--- config.mk ---
export PLATFORM = sky130hd
export DESIGN_NAME = tuner_nco_ctrl
export DESIGN_NICKNAME = d
export VERILOG_FILES = /design/src/rtl/tuner_nco_ctrl_pkg.sv /design/src/rtl/tuner_nco_ctrl_shadow_regs.sv /design/src/rtl/tuner_nco_ctrl.sv
export SDC_FILE = /design/constraint.sdc
export NUM_CORES = 1
export LEC_CHECK = 0
export BUFFER_PORTS_ARGS = -buffer_cell sky130_fd_sc_hd__buf_4
export CORE_MARGIN = 4
export CORE_UTILIZATION = 38
export DETAILED_ROUTE_END_ITERATION = 6
export HOLD_SLACK_MARGIN = 0.06
export SETUP_SLACK_MARGIN = 0.15
export SYNTH_ARGS = -nofsm -noshare
export SYNTH_HDL_FRONTEND = slang
export SYNTH_SLANG_ARGS = --single-unit
--- constraint.sdc ---
create_clock -name clk -period 10.2 [get_ports clk]
set_clock_uncertainty 0.1 [all_clocks]
set_input_delay 3.06 -clock clk [delete_from_list [all_inputs] [get_ports clk]]
set_output_delay 3.06 -clock clk [all_outputs]
set_load 0.01 [all_outputs]
--- src/rtl/tuner_nco_ctrl_pkg.sv ---
// Shared definitions for the NCO phase sequencer: register map, CTRL bit positions, FSM states.
// Optional sweep feature is enabled by defining TUNER_SWEEP_EN.
package tuner_nco_ctrl_pkg;

    localparam logic [2:0] REG_FREQ      = 3'd0;
    localparam logic [2:0] REG_OFFSET    = 3'd1;
    localparam logic [2:0] REG_CTRL      = 3'd2;
    localparam logic [2:0] REG_SWP_STEP  = 3'd3;
    localparam logic [2:0] REG_SWP_LIMIT = 3'd4;

    localparam int unsigned CTRL_RUN_BIT = 0;
    localparam int unsigned CTRL_CLR_BIT = 1;

    typedef enum logic [1:0] {
        ST_IDLE = 2'd0,
        ST_RUN  = 2'd1,
        ST_PEND = 2'd2
    } state_t;

endpackage

--- src/rtl/tuner_nco_ctrl_shadow_regs.sv ---
// Host write decode and shadow register storage; one update in flight, released by the apply strobe.
// Sweep shadows (SWP_STEP/SWP_LIMIT) exist only when TUNER_SWEEP_EN is defined.
module tuner_shadow_regs
    import tuner_nco_ctrl_pkg::*;
#(
    parameter int unsigned asz = 26,
    parameter int unsigned psz = 10
) (
    input  logic           clk,
    input  logic           reset,
    input  logic           ena_i,
    input  logic           wr_stb_i,
    input  logic [2:0]     wr_addr_i,
    input  logic [31:0]    wr_data_i,
    output logic           wr_rdy_o,
    output logic           accept_o,
    output logic           apply_o,
    output logic [asz-1:0] sh_freq_o,
    output logic [psz-1:0] sh_ofs_o,
    output logic           sh_run_o,
`ifdef TUNER_SWEEP_EN
    output logic [asz-1:0] sh_swp_step_o,
    output logic [asz-1:0] sh_swp_limit_o,
`endif
    output logic           sh_clr_o
);

    logic           dirty_q;
    logic [asz-1:0] freq_q;
    logic [psz-1:0] ofs_q;
    logic           run_q;
    logic           clr_q;
`ifdef TUNER_SWEEP_EN
    logic [asz-1:0] swp_step_q;
    logic [asz-1:0] swp_limit_q;
`endif

    logic unused_wr_msbs;
    assign unused_wr_msbs = ^wr_data_i[31:asz];

    assign wr_rdy_o = ~dirty_q;
    assign accept_o = wr_stb_i & ~dirty_q;
    assign apply_o  = dirty_q & ena_i;

    always_ff @(posedge clk) begin
        if (reset) begin
            dirty_q     <= 1'b0;
            freq_q      <= '0;
            ofs_q       <= '0;
            run_q       <= 1'b0;
            clr_q       <= 1'b0;
`ifdef TUNER_SWEEP_EN
            swp_step_q  <= '0;
            swp_limit_q <= '0;
`endif
        end else if (accept_o) begin
            // Every accepted write marks an update pending, even for discarded addresses.
            dirty_q <= 1'b1;
            case (wr_addr_i)
                REG_FREQ:   freq_q <= wr_data_i[asz-1:0];
                REG_OFFSET: ofs_q  <= wr_data_i[psz-1:0];
                REG_CTRL: begin
                    run_q <= wr_data_i[CTRL_RUN_BIT];
                    clr_q <= wr_data_i[CTRL_CLR_BIT];
                end
`ifdef TUNER_SWEEP_EN
                REG_SWP_STEP:  swp_step_q  <= wr_data_i[asz-1:0];
                REG_SWP_LIMIT: swp_limit_q <= wr_data_i[asz-1:0];
`else
                REG_SWP_STEP, REG_SWP_LIMIT: ;
`endif
                default: ;
            endcase
        end else if (apply_o) begin
            dirty_q <= 1'b0;
            clr_q   <= 1'b0;
        end
    end

    assign sh_freq_o = freq_q;
    assign sh_ofs_o  = ofs_q;
    assign sh_run_o  = run_q;
    assign sh_clr_o  = clr_q;
`ifdef TUNER_SWEEP_EN
    assign sh_swp_step_o  = swp_step_q;
    assign sh_swp_limit_o = swp_limit_q;
`endif

endmodule

--- src/rtl/tuner_nco_ctrl.sv ---
// NCO phase sequencer: FSM, phase accumulator and phase output for the I/Q tuner slices.
// Define TUNER_SWEEP_EN to build the sawtooth frequency sweep.
module tuner_nco_ctrl
    import tuner_nco_ctrl_pkg::*;
#(
    parameter int unsigned asz = 26,
    parameter int unsigned psz = 10
) (
    input  logic           clk,
    input  logic           reset,
    input  logic           ena,
    input  logic           wr_stb,
    input  logic [2:0]     wr_addr,
    input  logic [31:0]    wr_data,
    output logic           wr_rdy,
    output logic [psz-1:0] phs,
    output logic           phs_vld,
    output logic           busy
);

    state_t         state_q, state_d;
    logic [asz-1:0] acc_q, acc_d;
    logic [asz-1:0] freq_q, freq_d;
    logic [psz-1:0] ofs_q, ofs_d;
    logic           run_q, run_d;
    logic [psz-1:0] phs_q, phs_d;
    logic           vld_q, vld_d;
    logic           stepping;

    logic           accept, apply;
    logic [asz-1:0] sh_freq;
    logic [psz-1:0] sh_ofs;
    logic           sh_run, sh_clr;
`ifdef TUNER_SWEEP_EN
    logic [asz-1:0] sh_swp_step, sh_swp_limit;
    logic [asz-1:0] base_q, base_d;
    logic [asz-1:0] step_q, step_d;
    logic [asz-1:0] limit_q, limit_d;
    logic [asz:0]   swp_sum;
`endif

    tuner_shadow_regs #(
        .asz(asz),
        .psz(psz)
    ) u_shadow (
        .clk            (clk),
        .reset          (reset),
        .ena_i          (ena),
        .wr_stb_i       (wr_stb),
        .wr_addr_i      (wr_addr),
        .wr_data_i      (wr_data),
        .wr_rdy_o       (wr_rdy),
        .accept_o       (accept),
        .apply_o        (apply),
        .sh_freq_o      (sh_freq),
        .sh_ofs_o       (sh_ofs),
        .sh_run_o       (sh_run),
`ifdef TUNER_SWEEP_EN
        .sh_swp_step_o  (sh_swp_step),
        .sh_swp_limit_o (sh_swp_limit),
`endif
        .sh_clr_o       (sh_clr)
    );

    always_ff @(posedge clk) begin
        if (reset) begin
            state_q <= ST_IDLE;
            acc_q   <= '0;
            freq_q  <= '0;
            ofs_q   <= '0;
            run_q   <= 1'b0;
            phs_q   <= '0;
            vld_q   <= 1'b0;
`ifdef TUNER_SWEEP_EN
            base_q  <= '0;
            step_q  <= '0;
            limit_q <= '0;
`endif
        end else begin
            state_q <= state_d;
            acc_q   <= acc_d;
            freq_q  <= freq_d;
            ofs_q   <= ofs_d;
            run_q   <= run_d;
            phs_q   <= phs_d;
            vld_q   <= vld_d;
`ifdef TUNER_SWEEP_EN
            base_q  <= base_d;
            step_q  <= step_d;
            limit_q <= limit_d;
`endif
        end
    end

    always_comb begin
        state_d  = state_q;
        acc_d    = acc_q;
        freq_d   = freq_q;
        ofs_d    = ofs_q;
        run_d    = run_q;
        phs_d    = phs_q;
        vld_d    = 1'b0;
        stepping = 1'b0;
`ifdef TUNER_SWEEP_EN
        base_d   = base_q;
        step_d   = step_q;
        limit_d  = limit_q;
        swp_sum  = {1'b0, freq_q} + {1'b0, step_q};
`endif

        case (state_q)
            ST_IDLE, ST_RUN: if (accept) state_d = ST_PEND;
            ST_PEND:         if (apply)  state_d = sh_run ? ST_RUN : ST_IDLE;
            default:         state_d = ST_IDLE;
        endcase

        if (ena) begin
            // The exiting-PEND step behaves as the state that was active before the write.
            stepping = (state_q == ST_RUN) || ((state_q == ST_PEND) && run_q);
            acc_d    = stepping ? acc_q + freq_q : '0;
            if ((state_q == ST_PEND) && sh_clr) acc_d = '0;
            if (stepping) begin
                phs_d = acc_d[asz-1 -: psz] + ofs_q;
                vld_d = 1'b1;
            end else begin
                phs_d = '0;
            end
`ifdef TUNER_SWEEP_EN
            if ((state_q == ST_RUN) && (step_q != '0)) begin
                freq_d = (swp_sum > {1'b0, limit_q}) ? base_q : swp_sum[asz-1:0];
            end
`endif
            if (state_q == ST_PEND) begin
                freq_d  = sh_freq;
                ofs_d   = sh_ofs;
                run_d   = sh_run;
`ifdef TUNER_SWEEP_EN
                base_d  = sh_freq;
                step_d  = sh_swp_step;
                limit_d = sh_swp_limit;
`endif
            end
        end
    end

    assign phs     = phs_q;
    assign phs_vld = vld_q;
    assign busy    = (state_q == ST_PEND);

endmodule
Word-level counts from Yosys, hierarchy flattened:

Index checks and enable logic that the tools add are counted.

* bitwise logic cells: 4
* reduce and logical (&&, ||, !) cells: 14
* equality and inequality tests: 7
* mux-type cells: 13
* $add $sub $neg: 2

Operators with widths (number)
* 26-bit two-way mux: 3
* 26-bit adder: 1
* 2-bit AND reduction: 6
* 10-bit adder: 1
* 10-bit two-way mux: 1
* 1-bit two-way mux: 6
* 2-bit two-way mux: 2
* 2-bit by 1-bit inequality test with 1-bit output (second input constant): 2
* 2-bit one-hot mux with 2 select lines: 1
* 2-bit OR reduction: 2
* 3-bit by 1-bit equality test with 1-bit output (second input constant): 1
* 3-bit by 2-bit equality test with 1-bit output (second input constant): 1
* 3-bit logical NOT: 1
* 1-bit AND: 2
* 2-bit by 1-bit equality test with 1-bit output (second input constant): 1
* 2-bit equality test (second input constant): 1
* 1-bit logical AND: 2
* 2-bit logical NOT: 1
* 2-bit inequality test (second input constant): 1
* 1-bit NOT: 2
* 2-bit nonzero test: 1
* 1-bit logical OR: 1

* flip-flop bits (word level): 115
* output and inout bits: 13
* bits of input ports: 39
* logic and storage cells: 52

Logic depth before layout (Yosys ltp):

Gate-level depths: netlist (run 1).

* depth in word-level cells: 8
* gate-level depth with buffers: 24
* depth with buffers taken out: 24

By module:

From an unflattened synthesis (run 1), not the netlist that was laid out.

* cell total of the unflattened synthesis: 681
* area total of the unflattened synthesis: 5899.4 µm²

Modules (own cells, without submodules)
* tuner_nco_ctrl: times used 1, seq. area each 1521.5 µm², cells each 518, area each 4186.5 µm²
* tuner_shadow_regs: times used 1, seq. area each 780.7 µm², cells each 163, area each 1712.9 µm²

Worst setup path before layout (run 1):

Ideal clock, no wire load.

* kind: input to register
* start point: input port wr_stb
* end point: register u_shadow.freq_q[10] (netlist: u_shadow.sh_freq_o[10])
* setup time: 0.070 ns
* stages: 5
* arrival time: 4.283 ns
* data required time: 10.030 ns
* path buffers: 1
* setup slack: 5.746 ns
* path through: nand2_1 > nor4_1 > clkbuf_1 > nand2_1 > a21oi_1

* longest elaborated chain between the ends: 2

RTL lines
* from (decl): RTL line tuner_nco_ctrl.sv:12 `input logic wr_stb,`
* 1-bit AND: RTL line tuner_nco_ctrl_shadow_regs.sv:42 `assign accept_o = wr_stb_i & ~dirty_q;`
* 2-bit AND reduction (no line)
* to (signal assigned): RTL line tuner_nco_ctrl_shadow_regs.sv:60 `REG_FREQ: freq_q <= wr_data_i[asz-1:0];`
* to (decl): RTL line tuner_nco_ctrl_shadow_regs.sv:29 `logic [asz-1:0] freq_q;`

No other way between the ends.
A chain may end at the register's enable or synchronous reset.

Final worst setup path (run 1):

* start point: register freq_q[0]
* end point: register phs_q[9] (netlist: phs[9])

* longest elaborated chain between the ends: 6

RTL lines
* from (decl): RTL line tuner_nco_ctrl.sv:23 `logic [asz-1:0] freq_q, freq_d;`
* from (signal assigned): RTL line tuner_nco_ctrl.sv:82 `freq_q <= freq_d;`
* 26-bit adder: RTL line tuner_nco_ctrl.sv:120 `acc_d = stepping ? acc_q + freq_q : '0;`
* 26-bit two-way mux: RTL line tuner_nco_ctrl.sv:120
* 26-bit two-way mux: RTL line tuner_nco_ctrl.sv:121 `if ((state_q == ST_PEND) && sh_clr) acc_d = '0;`
* 26-bit two-way mux: RTL line tuner_nco_ctrl.sv:117 `if (ena) begin`
* 10-bit adder: RTL line tuner_nco_ctrl.sv:123 `phs_d = acc_d[asz-1 -: psz] + ofs_q;`
* 10-bit two-way mux: RTL line tuner_nco_ctrl.sv:122 `if (stepping) begin`
* to (signal assigned): RTL line tuner_nco_ctrl.sv:85 `phs_q <= phs_d;`
* to (decl): RTL line tuner_nco_ctrl.sv:26 `logic [psz-1:0] phs_q, phs_d;`

No other way between the ends. The select of a mux whose other input is x is not followed.

==> results.yml, run 1 <==
outcome:
  outcome: "completed"
place:
  placedInstanceArea_mm2: 0.006016
  io_buffers: 45
  dp_hpwl_um: 9402
  place_congestion: 0.8637
floorplanning:
  design.core.area_mm2: 0.01404
  floorplan.io_pins: 52
  initial_core_util_pct: 39.27
  die-width_um: 128.5
  die_height_um: 128.5
  rows: 43
  die_area_mm2: 0.01650
yosys:
  synthesis.instances: 688
  number_of_library_cell_types_mapped_by_synthesis: 48
  synth_edf_count: 0
  synth_nets: 763
  synth-seq-area-share_pct: 41.75
  post_synth_instance_area_mm2: 0.005514
  post_synth.cell_area_avg_um2: 8.015
  yosys_warnings: 0
  yosys_most_used_dff: "sky130_fd_sc_hd__dfxtp_1"
  yosys_register_bits: 115
  postSynth.asyncResetShare_pct: 0
layout:
  fin_area_mm2: 0.006580
  fillerInstances: 1333
  final_cell_mix: "sky130_fd_sc_hd__nand2_1, sky130_fd_sc_hd__dfxtp_1, sky130_fd_sc_hd__a21oi_1"
  syn_to_final_growth_pct: 19.33
  nNetsFinal: 801
  layout.cells.most_common: "sky130_fd_sc_hd__nand2_1"
  num_antenna_cells: 0
  drive_above_1_share_pct: 11.38
sta:
  number_of_hold_slack_violations_in_the_final_timing_report: 0
  setup_violations: 0
  worst-slew-pin-transition_ns: 1.173
  period_needed_ns: 5.062
  grt_setup_unrepaired: "false"
  max_transition_margin_pct: 21.80
  setup_tns_ns: 0
  timing.fmax_mhz: 197.6
  layout_worst_path_cycle_share_pct: 49.62
  drv_slew: 0
worst_setup_path:
  worstReg2RegStart: "freq_q[0]$_SDFFE_PP0P_"
  beginning_of_the_critical_path: "freq_q[0]$_SDFFE_PP0P_"
  startpoint_type: "flip-flop"
  cp_required_ns: 10.34
  critPathMaxFanout: 4
  worst_ep_arrival_time_ns: 5.20
  path_class: "flip-flop to flip-flop"
  cp-end-kind: "flip-flop"
drt:
  firstDrtPassIters: 5
  detail_route.wl_per_cell_um: 14.47
  via_per_inst: 5.230
  ant_nets: 0
  drt_drc_violations_left: 0
  detail_route.iter0.violations: 243
  drt_wl_total_um: 13280
  overall_via_count_from_detail_route: 4801
global_route:
  grt_remaining_overflow: 0
  grt_start_max_net_pins: 115
  grt_pass1_vias: 4684
  antenna_found_initial: 0
  grt_overall_usage_pct: 16.67
  grt_first_pass_wirelength_um: 22340
clock_tree:
  post_cts_hold_buffer_count: 0
  cts.sinks: 115
  clock_tree.htree_level_count: 4
  post-cts-setup-buffers: 0
  tritoncts: "yes"
  clock_tree.buffer_depth: 2
  cts_root_buf: "sky130_fd_sc_hd__clkbuf_16"
  cts_buffers: 17
  clk_latency_ns: 0.40
  clk_pin_slew_worst_paths_ns: 0.05
  cts.repair.resized: 0
pwr:
  cellPowerDensity_mw_per_mm2: 161.5
  power.static_leakage_nw: 2.677
  worst_ir_drop_vdd_mv: 0.09186
worst_hold_path:
  worstHoldPathType: "flip-flop to flip-flop"
  min-delay-start: "u_shadow.sh_freq_o[10]$_SDFFE_PP0P_"
flow_run:
  max_cap_violations: 0
stage by stage:
| stage | power [mW] | cells | worst slack [ns] | utilization [%] | hold slack (ns) |
|---|---|---|---|---|---|
| finish | 1.063 | 918 | 5.138 | 46.86 | 0.3510 |
| global route | 1.096 | 918 | 4.628 | 46.86 | 0.3699 |
| CTS | 1.073 | 918 | 5.142 | 46.86 | 0.3525 |
| detailed placement | 0.5079 | 887 | 5.201 | 42.84 | 0.3472 |
| global placement | 0.5070 | 887 | 5.261 | 42.84 | 0.3424 |
| floorplan | 0.4886 | 688 | 5.746 | - | 0.3315 |
area by class of cell:
| cell class | instances | area [um2] | area share (%) |
|---|---|---|---|
| Sequential cell | 115 | 2302 | 34.99 |
| Multi-Input combinational cell | 522 | 3027 | 46.00 |
| Timing Repair Buffer | 53 | 397.9 | 6.047 |
| Clock inverter | 5 | 75.07 | 1.141 |
| Tap cell | 180 | 225.2 | 3.423 |
| Inverter | 17 | 63.81 | 0.9698 |
| Clock buffer | 26 | 489.2 | 7.435 |
flip-flops by register name (all words and copies together) (netlist names):
signal,cells
freq_q,26
run_q,1
phs_vld,1
state_q,2
u_shadow.sh_freq_o,26
u_shadow.sh_ofs_o,10
acc_q,26
ofs_q,10
u_shadow.sh_run_o,1
phs,10
u_shadow.sh_clr_o,1
u_shadow.dirty_q,1
per-layer routing:
metal / global-route usage [%] / vias up / routed length, um
met5: 0 / - / 0
met1: 21.64 / 2253 / 6243
met3: 2.615 / 15 / 483
met4: 5.618 / 0 / 170
li1: - / 2433 / -
met2: 28.26 / 100 / 6383
Yosys cell counts (2+ instances only):
library cell               instances  area (um2)
sky130_fd_sc_hd__a211oi_1          2       15.01
sky130_fd_sc_hd__a31oi_1           2       12.51
sky130_fd_sc_hd__xnor2_1          19       166.4
sky130_fd_sc_hd__ha_1             34       425.4
sky130_fd_sc_hd__mux2i_1          13       130.1
sky130_fd_sc_hd__nor3_1            6       30.03
sky130_fd_sc_hd__a32oi_1           2       17.52
sky130_fd_sc_hd__clkbuf_1         33       123.9
sky130_fd_sc_hd__nand2_1         161       604.3
sky130_fd_sc_hd__nor2b_1           3       18.77
sky130_fd_sc_hd__nand3_1          11       55.05
sky130_fd_sc_hd__o21a_1            5       37.54
sky130_fd_sc_hd__dfxtp_1         115        2302
sky130_fd_sc_hd__xor2_1           13       113.9
sky130_fd_sc_hd__o21ai_0           4       20.02
sky130_fd_sc_hd__o21bai_1          6       45.04
sky130_fd_sc_hd__nor2_1           59       221.5
sky130_fd_sc_hd__and2_1            6       37.54
sky130_fd_sc_hd__and3_1            3       18.77
sky130_fd_sc_hd__nand2b_1          4       25.02
sky130_fd_sc_hd__or3_1             2       12.51
sky130_fd_sc_hd__a22oi_1          19       142.6
sky130_fd_sc_hd__fa_1              2       40.04
sky130_fd_sc_hd__o41ai_1           2       17.52
sky130_fd_sc_hd__inv_1            17       63.81
sky130_fd_sc_hd__nand4_1           3       18.77
sky130_fd_sc_hd__o21ai_1           6       30.03
sky130_fd_sc_hd__a21oi_1         111       555.5
sky130_fd_sc_hd__a21o_1            6       45.04
cell families (layout without fill, tap and decap cells):
logic type      after synthesis  in the layout  synth area share, %
flops                       115            115                41.75
fa+ha+maj                    36             36                8.441
buf+inv                      51            101                3.472
simple gates                262            262                19.51
compound gates              179            179                19.38
mux                          13             13                2.360
xor+xnor                     32             32                5.083
worst max-delay path, cell delays in order (launching register included):
cell and delay [ns]:
sky130_fd_sc_hd__dfxtp_1 0.33, sky130_fd_sc_hd__ha_1 0.17, sky130_fd_sc_hd__inv_1 0.05, sky130_fd_sc_hd__fa_1 0.40, sky130_fd_sc_hd__nor2b_1 0.14, sky130_fd_sc_hd__o21a_1 0.14
sky130_fd_sc_hd__o21ai_1 0.09, sky130_fd_sc_hd__a211oi_1 0.60, sky130_fd_sc_hd__a21boi_1 0.24, sky130_fd_sc_hd__o211ai_1 0.26, sky130_fd_sc_hd__a21oi_1 0.11, sky130_fd_sc_hd__xnor2_1 0.18
sky130_fd_sc_hd__and2_1 0.19, sky130_fd_sc_hd__ha_1 0.21, sky130_fd_sc_hd__a21o_1 0.18, sky130_fd_sc_hd__a21oi_1 0.21, sky130_fd_sc_hd__o21bai_1 0.11, sky130_fd_sc_hd__a21oi_1 0.25
sky130_fd_sc_hd__o21ai_1 0.15, sky130_fd_sc_hd__a21o_1 0.19, sky130_fd_sc_hd__a21oi_1 0.16, sky130_fd_sc_hd__xor2_1 0.23, sky130_fd_sc_hd__a211o_1 0.14, sky130_fd_sc_hd__o311ai_1 0.08
path summary, 6_finish.rpt:
| path | endpoint | slack (ns) | cells after the start |
|---|---|---|---|
| setup reg to reg | phs[9]$_SDFFE_PP0P_ | 5.14 | 23 |
| hold reg to reg | freq_q[10]$_SDFFE_PP0P_ | 0.35 | 2 |
| setup / recovery | phs[9]$_SDFFE_PP0P_ | 5.14 | 23 |
| hold / removal | freq_q[10]$_SDFFE_PP0P_ | 0.35 | 2 |
where the power goes:
group | switching [mW] | internal, mW
clock network | 0.188 | 0.376
logic | 0.0270 | 0.0149
registers | 0.00251 | 0.454
total | 0.218 | 0.845
Power figures use the tool's default switching activity.
==> run 2: changes to the inputs <==
--- a/config.mk
+++ b/config.mk
@@ -5,6 +5,7 @@
 export SDC_FILE = /design/constraint.sdc
 export NUM_CORES = 1
 export LEC_CHECK = 0
+export ABC_AREA = 1
 export BUFFER_PORTS_ARGS = -buffer_cell sky130_fd_sc_hd__buf_4
 export CORE_MARGIN = 4
 export CORE_UTILIZATION = 38
==> constraint.sdc (replaced) <==
create_clock -name clk -period 4.38 [get_ports clk]
set_clock_uncertainty 0.1 [all_clocks]
set_input_delay 1.314 -clock clk [delete_from_list [all_inputs] [get_ports clk]]
set_output_delay 1.314 -clock clk [all_outputs]
set_load 0.01 [all_outputs]
==> run 2 against run 1 <==
Effect of this change: via count grew 14%; hold slack better by 0.012 ns; core utilization down 0.26 points; final area grew 8.5%; first-iteration DRC count up 36%; non-clock buffer count fell by 2; sequential share of layout area down 2.7 points; global-route usage rose by 1.5 points; clock-buffer cell count fell by 7; fmax grew 30%.
==> results.yml, run 2 <==
outcome:
  outcome: "completed"
clock_tree:
  clock_tree.buffer_depth: 2
  clk_latency_ns: 0.42
  post-cts-setup-buffers: 0
  cts.repair.resized: 0
  post_cts_hold_buffer_count: 0
  cts_buffers: 17
  tritoncts: "yes"
  cts_root_buf: "sky130_fd_sc_hd__clkbuf_16"
  clock_tree.htree_level_count: 4
  clk_pin_slew_worst_paths_ns: 0.05
  cts.sinks: 115
worst_setup_path:
  max_stage_delay_ns: 0.43
  path_class: "flip-flop to flip-flop"
  worstReg2RegStart: "acc_q[0]$_SDFFE_PP0P_"
  crit_top_cell: "sky130_fd_sc_hd__nand2_1"
  critPathMaxFanout: 5
  rr_worst_depth: 23
  path_buf_inv: 3
  timing.rr.end: "phs[6]$_SDFFE_PP0P_"
  critical-path-slowest-cell: "sky130_fd_sc_hd__fa_1"
  critical-path-top-delay-family: "adder cells"
  worst-r2r-setup-slack_ns: 0.48
  startpoint_type: "flip-flop"
  cp_required_ns: 4.58
  cp-end-kind: "flip-flop"
  cp_cell_sequence: "ha_1 -> inv_1 -> fa_1 -> o21ai_2 -> a21boi_2 -> o21ai_2 -> nand2_1 -> nand2_1 -> nand2_1 -> nand3b_4 -> inv_1 -> ha_1 -> fa_1 -> nand2_1 -> inv_1 -> o21ai_0 -> nand2_1 -> nand2_1 -> nand2_1 -> a21oi_1 -> xor2_1 -> nand3b_1 -> a21oi_1"
  worst_ep_arrival_time_ns: 4.10
layout:
  syn_to_final_growth_pct: 19.48
  num_antenna_cells: 0
  fillerInstances: 1671
  final_cell_mix: "sky130_fd_sc_hd__nor2_1, sky130_fd_sc_hd__nand2_1, sky130_fd_sc_hd__dfxtp_1"
  postLayoutCoreUtil_pct: 46.60
  fin_area_mm2: 0.007137
  layout.cells.most_common: "sky130_fd_sc_hd__nor2_1"
  drive_above_1_share_pct: 12.43
  nNetsFinal: 972
yosys:
  synth_nets: 932
  yosysTopAreaCell: "sky130_fd_sc_hd__dfxtp_1"
  post_synth_instance_area_mm2: 0.005973
  synth_top_cell_area_share_pct: 38.54
  yosys_warnings: 0
  postSynth.asyncResetShare_pct: 0
  top_cells_by_count_synth: "sky130_fd_sc_hd__nor2_1, sky130_fd_sc_hd__nand2_1, sky130_fd_sc_hd__dfxtp_1"
  yosys.cell_count.top_type: "sky130_fd_sc_hd__nor2_1"
  ys_top_cells_by_area: "sky130_fd_sc_hd__dfxtp_1, sky130_fd_sc_hd__nor2_1, sky130_fd_sc_hd__o21ai_0"
  number_of_library_cell_types_mapped_by_synthesis: 45
  yosys_register_bits: 115
  synth-seq-area-share_pct: 38.54
  synthesis.instances: 857
  synth_edf_count: 0
  yosys_most_used_dff: "sky130_fd_sc_hd__dfxtp_1"
  post_synth.cell_area_avg_um2: 6.970
drt:
  detail_route.iter0.violations: 331
  detail_route.wl_per_cell_um: 14.14
  ant_nets: 0
  via_per_inst: 4.879
  overall_via_count_from_detail_route: 5465
  firstDrtPassIters: 4
  drt_drc_violations_left: 0
  drt_wl_total_um: 15840
flow_run:
  max_cap_violations: 0
floorplanning:
  design.core.area_mm2: 0.01531
  floorplan.io_pins: 52
  rows: 45
  die-width_um: 133.4
  die_area_mm2: 0.01779
  initial_core_util_pct: 39.00
  die_height_um: 133.4
pwr:
  worst_ir_drop_vdd_mv: 0.2669
  cellPowerDensity_mw_per_mm2: 392.1
  power_mw: 2.799
  power.static_leakage_nw: 3.341
global_route:
  grt_start_max_net_pins: 46
  grt_remaining_overflow: 0
  grt_first_pass_wirelength_um: 25770
  antenna_found_initial: 0
  grt_overall_usage_pct: 18.21
  grt_pass1_vias: 4949
sta:
  max_transition_margin_pct: 51.97
  number_of_hold_slack_violations_in_the_final_timing_report: 0
  grt_setup_unrepaired: "false"
  drv_slew: 0
  worst-slew-pin-transition_ns: 0.7160
  layout_setup_ws_ns: 0.4788
  setup_tns_ns: 0
  setup_violations: 0
  timing.fmax_mhz: 256.3
  period_needed_ns: 3.901
  layout_worst_path_cycle_share_pct: 89.07
place:
  pre_cts_ws_ns: 0.5685
  io_buffers: 45
  place_congestion: 0.9063
  dp_hpwl_um: 11730
  placedInstanceArea_mm2: 0.006514
worst_hold_path:
  worstHoldPathType: "flip-flop to flip-flop"
  min-delay-start: "phs[5]$_SDFFE_PP0P_"
  worst_hold_path.endpoint: "phs[5]$_SDFFE_PP0P_"
  hold_path_cell_cnt: 2
-- run 2: layout make-up --
class	instances	area, um2	share of cell area (%)
clock buffer	19	442.9	6.206
sequential	115	2302	32.26
inverter	75	282.8	3.962
clock inverter	12	180.2	2.525
multi-input combinational	637	3269	45.81
timing repair buffer	51	395.4	5.540
tap	211	264.0	3.699
-- run 2: power by group --
group / switching (mW) / total (mW) / internal, mW
registers: 0.0270 / 1.11 / 1.09
clock network: 0.514 / 1.48 / 0.965
logic: 0.126 / 0.207 / 0.0804
total: 0.667 / 2.80 / 2.13
-- run 2: worst min-delay path: cells and delay by family (launching register included) --
| family | cells | cell delay, ns |
|---|---|---|
| DFF | 1 | 0.30 |
| and+or+nand+nor | 1 | 0.06 |
| AOI/OAI and AO/OA | 1 | 0.05 |
-- run 2: how the worst max path moves through the flow --
stage                                start                  end  cells past startpoint
floorplan            acc_q[0]$_SDFFE_PP0P_  phs[6]$_SDFFE_PP0P_                     23
global placement     acc_q[0]$_SDFFE_PP0P_  phs[6]$_SDFFE_PP0P_                     23
detailed placement  freq_q[0]$_SDFFE_PP0P_  phs[6]$_SDFFE_PP0P_                     23
CTS                 freq_q[0]$_SDFFE_PP0P_  phs[6]$_SDFFE_PP0P_                     23
global route        freq_q[0]$_SDFFE_PP0P_  phs[6]$_SDFFE_PP0P_                     23
finish               acc_q[0]$_SDFFE_PP0P_  phs[6]$_SDFFE_PP0P_                     23
-- run 2: stage by stage --
stage                     std cells  hold WS, ns
after floorplan                 857       0.3302
after global placement         1089       0.3506
final                          1120       0.3634
after detailed placement       1089       0.3567
after global routing           1120       0.3852
after CTS                      1120       0.3654
-- run 2: per-layer routing --
layer / GRT usage (%) / part of all wire, % / up-vias
met5: 0 / 0 / -
met4: 6.114 / 1.8 / 0
met3: 4.456 / 4.4 / 19
met2: 25.68 / 41 / 107
met1: 27.00 / 52 / 2428
li1: - / - / 2911
-- run 2: cells by family (layout without fill, tap and decap cells) --
| logic type | after synthesis | after routing | share of synthesized area, % |
|---|---|---|---|
| and+or+nand+nor | 390 | 390 | 27.40 |
| xor gates and xnor gates | 4 | 4 | 0.5866 |
| buffers and inverters | 105 | 157 | 6.724 |
| DFF | 115 | 115 | 38.54 |
| adders and majority gates | 36 | 36 | 7.792 |
| AOI/OAI and AO/OA | 207 | 207 | 18.96 |
